**src/rtl/multicycle_control_fsm.sv**
```systemverilog
// multicycle_control_fsm: Moore sequencer for the multicycle CPU datapath with a retired-instruction counter.
module multicycle_control_fsm #(
  parameter int CNT_W = 32
) (
  input  logic             clk,
  input  logic             reset,
  input  logic [5:0]       opcode,
  input  logic             mem_ready,
  output logic             PCWrite,
  output logic             Beq,
  output logic             IorD,
  output logic             MemRead,
  output logic             MemWrite,
  output logic             IRWrite,
  output logic [1:0]       RegDst,
  output logic [1:0]       MemToReg,
  output logic             RegWrite,
  output logic             ALUSrcA,
  output logic [1:0]       ALUSrcB,
  output logic [2:0]       ALUOp,
  output logic [1:0]       PCSource,
  output logic             illegal_op,
  output logic [3:0]       state,
  output logic [CNT_W-1:0] retired_count
);
  typedef enum logic [3:0] {
    IDLE, FETCH, DECODE, MEMADR, MEMRD, MEMWB, MEMWR, EXEC,
    ALUWB, BRANCH, JUMP, JAL, IMMEX, IMMWB, ILLEGAL
  } state_t;
  state_t r_state, w_next;
  logic r_imm_sub, w_retire;
  logic [CNT_W-1:0] r_cnt;
  assign state = r_state;
  assign retired_count = r_cnt;
  always_ff @(posedge clk) begin
    if (reset) begin
      r_state <= IDLE;
      r_cnt <= '0;
      r_imm_sub <= 1'b0;
    end else begin
      r_state <= w_next;
      if (w_retire) r_cnt <= r_cnt + 1'b1;
      if (r_state == DECODE) r_imm_sub <= opcode == 6'h0E;
    end
  end
  always_comb begin
    w_next = IDLE;
    w_retire = 1'b0;
    PCWrite = 1'b0;
    Beq = 1'b0;
    IorD = 1'b0;
    MemRead = 1'b0;
    MemWrite = 1'b0;
    IRWrite = 1'b0;
    RegDst = 2'd0;
    MemToReg = 2'd0;
    RegWrite = 1'b0;
    ALUSrcA = 1'b0;
    ALUSrcB = 2'd0;
    ALUOp = 3'd0;
    PCSource = 2'd0;
    illegal_op = 1'b0;
    case (r_state)
      IDLE: w_next = FETCH;
      FETCH: begin
        MemRead = 1'b1;
        ALUSrcB = 2'd1;
        IRWrite = mem_ready;
        PCWrite = mem_ready;
        w_next = mem_ready ? DECODE : FETCH;
      end
      DECODE: begin
        ALUSrcB = 2'd3;
        case (opcode)
          6'h00: w_next = EXEC;
          6'h23, 6'h2B: w_next = MEMADR;
          6'h04: w_next = BRANCH;
          6'h02: w_next = JUMP;
          6'h03: w_next = JAL;
          6'h08, 6'h0E: w_next = IMMEX;
          default: w_next = ILLEGAL;
        endcase
      end
      MEMADR: begin
        ALUSrcA = 1'b1;
        ALUSrcB = 2'd2;
        w_next = opcode == 6'h23 ? MEMRD : MEMWR;
      end
      MEMRD: begin
        IorD = 1'b1;
        MemRead = 1'b1;
        w_next = mem_ready ? MEMWB : MEMRD;
      end
      MEMWB: begin
        MemToReg = 2'd1;
        RegWrite = 1'b1;
        w_retire = 1'b1;
        w_next = FETCH;
      end
      MEMWR: begin
        IorD = 1'b1;
        MemWrite = 1'b1;
        w_retire = mem_ready;
        w_next = mem_ready ? FETCH : MEMWR;
      end
      EXEC: begin
        ALUSrcA = 1'b1;
        ALUOp = 3'd4;
        w_next = ALUWB;
      end
      ALUWB: begin
        RegDst = 2'd1;
        RegWrite = 1'b1;
        w_retire = 1'b1;
        w_next = FETCH;
      end
      BRANCH: begin
        ALUSrcA = 1'b1;
        ALUOp = 3'd1;
        Beq = 1'b1;
        PCSource = 2'd1;
        w_retire = 1'b1;
        w_next = FETCH;
      end
      JUMP: begin
        PCWrite = 1'b1;
        PCSource = 2'd2;
        w_retire = 1'b1;
        w_next = FETCH;
      end
      JAL: begin
        PCWrite = 1'b1;
        PCSource = 2'd2;
        RegDst = 2'd2;
        MemToReg = 2'd2;
        RegWrite = 1'b1;
        w_retire = 1'b1;
        w_next = FETCH;
      end
      IMMEX: begin
        ALUSrcA = 1'b1;
        ALUSrcB = 2'd2;
        ALUOp = r_imm_sub ? 3'd3 : 3'd2;
        w_next = IMMWB;
      end
      IMMWB: begin
        RegWrite = 1'b1;
        w_retire = 1'b1;
        w_next = FETCH;
      end
      ILLEGAL: begin
        illegal_op = 1'b1;
        w_next = FETCH;
      end
      default: w_next = IDLE;
    endcase
  end
endmodule

```
**config.mk**
```make
export PLATFORM = sky130hd
export DESIGN_NAME = multicycle_control_fsm
export DESIGN_NICKNAME = d
export VERILOG_FILES = /design/src/rtl/multicycle_control_fsm.sv
export SDC_FILE = /design/constraint.sdc
export NUM_CORES = 1
export LEC_CHECK = 0
export CORE_MARGIN = 3
export CORE_UTILIZATION = 35
export DETAILED_ROUTE_END_ITERATION = 12
export SLEW_MARGIN = 20
export SYNTH_ARGS = -nofsm -noshare
export SYNTH_HDL_FRONTEND = slang
export SYNTH_SLANG_ARGS = --single-unit
export TNS_END_PERCENT = 10
```
**constraint.sdc**
```tcl
create_clock -name clk -period 1.75 [get_ports clk]
set_clock_uncertainty 0.15 [all_clocks]
set_input_delay 0.4375 -clock clk [delete_from_list [all_inputs] [get_ports clk]]
set_output_delay 0.4375 -clock clk [all_outputs]
set_load 0.01 [all_outputs]
```
==> out/metrics.cfg <==
[final_layout]
fillers = 509
final_cell_area_sq_um = 3930
synthToLayoutAreaGrowth_pct = 77.2
num_antenna_cells = 0
drive_gt1_frac = 0.491
fin_nets = 400
final_common_cell = buf_4
final_cell_mix = buf_4 (72), nor2_1 (42), dlygate4sd2_1 (36)

[setup_path]
r2r_setup_slack_ns = -0.16
worst-r2r-cell-count = 7
critPathKind = flop to flop
end_kind = flop
crit_end = retired_count[19]
cp-startpoint = state[0]
crit_required_ns = 1.79
setup.worst_path.start_class = flop
arrival_ns = 1.95
r2r-end = retired_count[19]
cp_max_fo = 11
r2r_start = state[0]

[detailed_routing]
route.vias.total = 2314
ant_nets = 0
post-route-drc-count = 0
avgRoutedWirePerCell_microns = 13.8
via_per_inst = 4.97
drt-initial-drc-count = 92
first_pass_iters = 4
routed_wl_mm = 6.41

[logic_synthesis]
synthFlopType = dfxtp_1
ys_top_cells_by_area = dfxtp_1 (33%), xnor2_1 (11%), nor2_1 (8.0%)
async_flop_share = 0
synth_nets = 266
syn_inst = 256
synth_top_family_by_area = simple AND/OR/NAND/NOR gates
synth_cell_types = 48
synth-compound-area-share = 0.0812
synth_top_area_share = 0.334
synth-edff-count = 0
synth_xor_area_frac = 0.118
yosys.area_share.adder = 0.00564
yosys_warnings = 0
synth.largest_area_cell = dfxtp_1
synth_area_per_cell_sq_um = 8.67
synth_mux_area_frac = 0.00902
ys_seq_area_frac = 0.334
ys_seq_elements = 37
synth-simple-area-share = 0.399
synth_area_sq_um = 2220

[clocking]
insertion_delay_ns = 0.30
cts_buffers = 5
clock-root-buffer = clkbuf_8
clock_path_buffers = 2
cts_tree = yes
htreeDepth = 2
clk_pin_slew_ns = 0.08
clock_sink_count = 37

[sta]
finalMaxSlewViolations = 0
rsz0062_at_grt = yes
hold_viol_final = 0
final.min_clock_period_ns = 1.91
finalSetupViolations = 41
worst_slack_ns = -0.161
relSlewSlack = 0.744
worstMarginPinSlew_ns = 0.384
fin_crit_sh = 1.09
holdWs_ns = 0.367
fmax_mhz = 523

[power]
ir_drop_v = 0.000310
power_leakage_nw = 1.92
power.density_nw_per_um2 = 503

[floorplanning]
initial_core_util = 0.368
fp.coreArea_sq_um = 6030
dieArea_sq_um = 7330
die_h_microns = 85.6
rows = 28
io_pins = 65
die_w_microns = 85.6

[global_route]
grt_max_degree = 23
grtUsageTotal = 0.171
grt_overflow = 0
antenna_found_initial = 0
grt_pass1_vias = 2176
grt_first_pass_wirelength_mm = 10.3

[hold_path]
min_path_type = flop to flop
min_from = retired_count[31]

[run_status]
outcome = finished with violations
violations = negative setup slack

[job]
maxCapViolations = 0

[place]
io_buffers = 64
place_area_sq_um = 3590
place_ws_ns = -0.733
place.gp.congestion = 0.797
dp_hpwl_mm = 4.52

## synthesized netlist by cell type, drive strengths merged, types with 5 or more instances
cell type,instances
nor3,11
nor4b,6
nor2,47
dfxtp,37
clkbuf,6
or3,5
nand3,10
buf,13
nand4,6
nand2,15
xnor2,29
nand2b,8
nor4,14
o21ai,6
a21oi,5
## cells by family (layout without fill, tap and decap cells)
kind of cell / Yosys count / in the layout
AOI/OAI and AO/OA: 27 / 27
and+or+nand+nor: 138 / 139
xor gates and xnor gates: 30 / 30
buffers and inverters: 21 / 155
adders and majority gates: 1 / 1
DFF: 37 / 37
muxes: 2 / 2
## critical path, cell delays in order, from the launching register on
cell and delay, ns:
dfxtp_4 0.39, buf_6 0.12, nand3b_1 0.16, o211a_4 0.29
buf_12 0.17, nor4_4 0.29, xnor2_1 0.17, nor2_1 0.06
## through the flow
step	TNS, ns	utilization	cells	power, mW
final	-3.29	0.652	466	1.98
after global routing	-6.71	0.652	466	2.07
after CTS	-4.17	0.621	457	1.95
after detailed placement	-26.95	0.596	446	1.35
after global placement	-26.78	0.596	446	1.35
after floorplan	-2.51	-	256	1.11
## power by group
group	leakage [nW]	switching [mW]	internal, mW
sequential	0.314	0.0306	0.840
combinational	1.56	0.256	0.264
clock	0.0450	0.311	0.276
## final cells by class
type | instances | area, sq um | share of cell area
multi-input cells | 199 | 1700 | 0.432
repair buffers | 145 | 1240 | 0.316
flip-flops and latches | 37 | 807 | 0.205
well taps | 75 | 93.8 | 0.0239
clock buffers | 6 | 72.6 | 0.0185
clock inverters | 2 | 10.0 | 0.00255
inverters | 2 | 10.0 | 0.00255
## flip-flops by register name, summed over array words and instances, names as in the netlist
| name | flops |
|---|---|
| retired_count | 32 |
| r_imm_sub | 1 |
| state | 4 |
## how the worst min path moves through the flow
stage / endpoint / depth (start not counted)
global route: retired_count[29] / 2
floorplan: r_imm_sub / 2
CTS: retired_count[31] / 2
detailed placement: retired_count[31] / 2
global placement: retired_count[31] / 2
finish: retired_count[31] / 2
## layer usage
metal / part of all wire / vias up / global-route usage
li1: - / 1165 / -
met1: 0.48 / 1091 / 0.233
met2: 0.47 / 47 / 0.270
met3: 0.037 / 11 / 0.0336
met4: 0.017 / 0 / 0.0576
met5: 0 / - / 0
## what timing repair did
action | in CTS | in global routing
hold buffers | 0 | 0
endpoints found under the setup margin | 91 | 56
gates resized for setup | 150 | 30
buffers inserted | 3 | 7
pin swaps | 30 | 22
cloned | 0 | 2
Note: power is estimated with default switching activity, not from simulation.
